[config.mk]
export PLATFORM = sky130hd
export DESIGN_NAME = mem_arbiter
export DESIGN_NICKNAME = d
export VERILOG_FILES = /design/src/rtl/mem_arbiter.sv
export SDC_FILE = /design/constraint.sdc
export NUM_CORES = 1
export LEC_CHECK = 0
export BUFFER_PORTS_ARGS = -buffer_cell sky130_fd_sc_hd__buf_2
export CAP_MARGIN = 20
export CORE_AREA = 2 2 177 179
export CTS_CLUSTER_DIAMETER = 120
export CTS_CLUSTER_SIZE = 12
export DETAILED_ROUTE_END_ITERATION = 12
export DIE_AREA = 0 0 179 181
export HOLD_SLACK_MARGIN = 0.12
export MAX_ROUTING_LAYER = met4
export PLACE_DENSITY = 0.62
export SYNTH_ARGS = -nofsm -noshare
export SYNTH_HDL_FRONTEND = slang
export SYNTH_SLANG_ARGS = --single-unit
[constraint.sdc]
create_clock -name clock -period 1.5 [get_ports clock]
set_input_delay 0.225 -clock clock [delete_from_list [all_inputs] [get_ports clock]]
set_output_delay 0.225 -clock clock [all_outputs]
set_load 0.02 [all_outputs]
[src/rtl/mem_arbiter.sv]
// Two-port request arbiter/sequencer in front of a single-port 1-cycle-latency RAM.
// Optional `MEM_ARB_ROUND_ROBIN_EN selects round-robin tie-breaking; default is fixed priority (port 0).
module mem_arbiter #(
    parameter int ADDR_W = 10,
    parameter int DATA_W = 69
) (
    input  logic              clock,
    input  logic              reset,

    input  logic              req0_valid,
    input  logic              req0_wren,
    input  logic [ADDR_W-1:0] req0_addr,
    input  logic [DATA_W-1:0] req0_data,
    output logic              req0_ready,
    output logic              rsp0_valid,
    output logic [DATA_W-1:0] rsp0_data,

    input  logic              req1_valid,
    input  logic              req1_wren,
    input  logic [ADDR_W-1:0] req1_addr,
    input  logic [DATA_W-1:0] req1_data,
    output logic              req1_ready,
    output logic              rsp1_valid,
    output logic [DATA_W-1:0] rsp1_data,

    output logic [ADDR_W-1:0] ram_address,
    output logic [DATA_W-1:0] ram_data,
    output logic              ram_wren,
    input  logic [DATA_W-1:0] ram_q,

    output logic              busy
);

    typedef enum logic [1:0] {
        IDLE    = 2'd0,
        ISSUE   = 2'd1,
        CAPTURE = 2'd2
    } state_t;

    state_t state_q, state_d;

    logic port_q;
    logic grant0, grant1;
    logic accept;
    logic winner;

`ifdef MEM_ARB_ROUND_ROBIN_EN
    // prio_q names the port that wins the next tie: the one not granted last.
    logic prio_q;

    always_ff @(posedge clock) begin
        if (reset) begin
            prio_q <= 1'b0;
        end else if (accept) begin
            prio_q <= ~winner;
        end
    end

    always_comb begin
        grant0 = req0_valid & (~req1_valid | ~prio_q);
        grant1 = req1_valid & (~req0_valid |  prio_q);
    end
`else
    always_comb begin
        grant0 = req0_valid;
        grant1 = req1_valid & ~req0_valid;
    end
`endif

    always_comb begin
        req0_ready = (state_q == IDLE) & grant0;
        req1_ready = (state_q == IDLE) & grant1;
        accept     = req0_ready | req1_ready;
        winner     = req1_ready;
        busy       = (state_q != IDLE);
    end

    always_ff @(posedge clock) begin
        if (reset) begin
            state_q <= IDLE;
        end else begin
            state_q <= state_d;
        end
    end

    always_comb begin
        state_d = state_q;
        case (state_q)
            IDLE:    if (accept) state_d = ISSUE;
            ISSUE:   state_d = ram_wren ? IDLE : CAPTURE;
            CAPTURE: state_d = IDLE;
            default: state_d = IDLE;
        endcase
    end

    // ram_wren is only ever set on the accept edge, so it is high exactly for the ISSUE cycle.
    always_ff @(posedge clock) begin
        if (reset) begin
            port_q      <= 1'b0;
            ram_wren    <= 1'b0;
            ram_address <= '0;
            ram_data    <= '0;
            rsp0_valid  <= 1'b0;
            rsp1_valid  <= 1'b0;
            rsp0_data   <= '0;
            rsp1_data   <= '0;
        end else begin
            ram_wren   <= 1'b0;
            rsp0_valid <= 1'b0;
            rsp1_valid <= 1'b0;
            if (accept) begin
                port_q      <= winner;
                ram_wren    <= winner ? req1_wren : req0_wren;
                ram_address <= winner ? req1_addr : req0_addr;
                ram_data    <= winner ? req1_data : req0_data;
            end
            if (state_q == CAPTURE) begin
                if (port_q) begin
                    rsp1_valid <= 1'b1;
                    rsp1_data  <= ram_q;
                end else begin
                    rsp0_valid <= 1'b1;
                    rsp0_data  <= ram_q;
                end
            end
        end
    end

endmodule
==> impl_metrics.json <==
{
  "synth_area_leaders": "dfxtp_1 (53%), a21oi_1 (13%), nand2_1 (12%)",
  "yosys.area.top_type_share_pct": 52.7,
  "routed_via_density": 5.00,
  "maxSlewHeadroom_pct": 72.1,
  "drive_gt1_share_pct": 47.9,
  "drc_errors": 0,
  "synth_top_family_by_area": "compound AO/OA/AOI/OAI gates",
  "hold_path_class": "reg -> reg",
  "rsz0062_at_grt": "true",
  "drtIter0Drc": 439,
  "fin_skew_ns": 0.0142,
  "finalHoldViolations": 0,
  "drt-pass1-iter-count": 4,
  "fillers": 2629,
  "ys.flop_type": "dfxtp_1",
  "synthXorXnorAreaFrac_pct": 0,
  "initial_core_util_pct": 27.9,
  "final_util_pct": 52.9,
  "arrival_ns": 1.69,
  "detail_route.wl_per_cell_um": 19.0,
  "cts_buffer_depth": 3,
  "max-vdd-ir-drop_v": 0.000711,
  "worst-setup-path-type": "reg -> out",
  "stdcell_count": 2089,
  "dieArea_mm2": 0.0324,
  "grt_overflow_total": 0,
  "grt.total_usage_pct": 20.5,
  "synth_edf_count": 0,
  "yosys_warnings": 0,
  "maxSlewViolCount": 0,
  "tightest_slew_ns": 0.419,
  "area_growth_syn_to_layout_pct": 89.5,
  "period_share_pct": 127,
  "clock.fmax_ghz": 0.523,
  "synthMuxAreaShare_pct": 0,
  "htree_levels": 1,
  "netlist_area_mm2": 0.00847,
  "antenna_left": 0,
  "fp-row-count": 64,
  "fin_nets": 1921,
  "synthAdderAreaFrac_pct": 0,
  "ioPinCount": 456,
  "dieWidth_um": 179,
  "status": "finished with violations",
  "total_power_mw": 15.0,
  "crit_path_start_kind": "register",
  "grt_pass1_wl_um": 51800,
  "min_period_ns": 1.91,
  "fin_ws_ns": -0.411,
  "clkSlewWorstSetupHoldPaths_ns": 0.07,
  "synthArstFlopShare_pct": 0,
  "cp_max_fo": 3,
  "vias": 10400,
  "cts_sinks": 223,
  "synth_seq_cells": 223,
  "synth_area_leader_cell": "dfxtp_1",
  "numCtsBuffers": 22,
  "grt_pass1_vias": 9961,
  "portBuffers": 455,
  "dp_cells": 1779,
  "clkLatencyLatePin_ns": 0.52,
  "required_ns": 1.27,
  "cts_tree": "yes",
  "synth_fp_nets": 1219,
  "antenna_found_initial": 1,
  "synth_area_per_cell_um2": 8.59,
  "synth_simple_gate_area_share_pct": 18.2,
  "ys_types": 21,
  "setup_violations": 220,
  "p_per_area_mw_per_mm2": 935,
  "coreArea_mm2": 0.0303,
  "grt_start_max_net_pins": 81,
  "dp.final_hpwl_um": 21400,
  "place_congestion": 0.791,
  "synth_compound_area_share_pct": 23.9,
  "synth_commonest_cells": "nand2_1 (277), dfxtp_1 (223), a21oi_1 (218)",
  "ys_seq_area_share_pct": 52.7,
  "worst_setup_path_end_kind": "primary output",
  "cts-root-buf": "clkbuf_16",
  "maxCapViolCount": 0,
  "violations": "negative setup slack",
  "wl_um": 39700,
  "synth_most_common_cell": "nand2_1",
  "syn_inst": 986,
  "fp.dieH_um": 181,
  "p_leak_nw": 7.13
}
==> logic make-up (layout without fill, tap and decap cells) <==
logic type,count (synthesis),after routing
other,0,5
AOI/OAI and AO/OA,298,298
buffers and inverters,95,797
DFF,223,223
and+or+nand+nor,370,370
==> per-stage QoR <==
step / hold slack, ns / setup slack, ns / TNS [ns] / area (um2)
final: 0.415 / -0.411 / -44.22 / 16100
after global routing: 0.432 / -0.437 / -53.18 / 16000
after CTS: 0.415 / -0.452 / -16.32 / 14400
after detailed placement: 0.407 / -0.0658 / -2.04 / 11300
after global placement: 0.413 / -0.0569 / -1.38 / 11300
after floorplan: 0.361 / -0.0237 / -1.47 / 8500
==> layout make-up <==
| cell class | count | area [um2] | share of cell area, % |
|---|---|---|---|
| clock inverter | 1 | 7.51 | 0.0468 |
| inverter | 3 | 18.8 | 0.117 |
| sequential | 223 | 4470 | 27.8 |
| antenna | 5 | 12.5 | 0.0779 |
| tap | 396 | 495 | 3.09 |
| timing repair buffer | 770 | 6040 | 37.6 |
| multi-input combinational | 668 | 4440 | 27.7 |
| clock buffer | 23 | 576 | 3.58 |
==> placed cells by master, fill, tap and decap left out, drive strengths merged, types with 2 or more instances in the layout <==
| cell type | synthesis | routed |
|---|---|---|
| a21oi | 218 | 218 |
| buf | 24 | 517 |
| clkbuf | 68 | 43 |
| dfxtp | 223 | 223 |
| diode | 0 | 5 |
| dlygate4sd3 | 0 | 233 |
| inv | 3 | 2 |
| nand2 | 277 | 277 |
| nand3b | 2 | 2 |
| nor2 | 3 | 3 |
| nor3 | 80 | 80 |
| nor3b | 2 | 2 |
| o22ai | 79 | 79 |
| or3b | 2 | 2 |
==> report_power, final <==
part           switching (mW)  leakage [nW]  total [mW]  internal [mW]
clock network            2.28         0.284        4.97           2.69
registers               0.188          1.82        6.45           6.26
logic                    1.90          5.02        3.59           1.69
==> worst paths after layout <==
path / slack (ns) / end / cells after the start / startpoint
min: 0.41 / state_q[1] / 1 / ram_wren
min reg2reg: 0.41 / state_q[1] / 1 / ram_wren
max reg2reg: -0.28 / rsp1_data[63] / 9 / state_q[0]
max: -0.41 / req1_ready / 4 / state_q[0]
==> flip-flops by register name, summed over array words and instances (netlist names) <==
name	count
ram_data	69
rsp0_data	69
rsp1_data	69
ram_address	10
state_q	2
port_q	1
ram_wren	1
rsp0_valid	1
rsp1_valid	1
==> routing by layer <==
layer | vias up | global-route usage, % | wire length [um]
met5 | - | - | 0
met4 | 0 | 9.27 | 1910
met3 | 136 | 3.98 | 3020
met2 | 574 | 35.4 | 19700
met1 | 4945 | 22.5 | 15100
li1 | 4785 | - | -
==> repair_timing <==
| action | CTS | global route |
|---|---|---|
| pin swaps | 3 | 63 |
| setup buffers | 8 | 15 |
| gates resized for setup | 18 | 250 |
| gates cloned | 1 | 25 |
| endpoints found under the setup margin | 30 | 220 |
| hold buffers | 233 | 0 |
| endpoints found under the hold margin | 219 | 0 |
==> critical path, stage by stage (launching register included) <==
cell,delay (ns)
dfxtp_2,0.33
or4b_4,0.55
buf_12,0.16
clkinv_4,0.03
buf_6,0.10
Note: power is estimated with default switching activity, not from simulation.
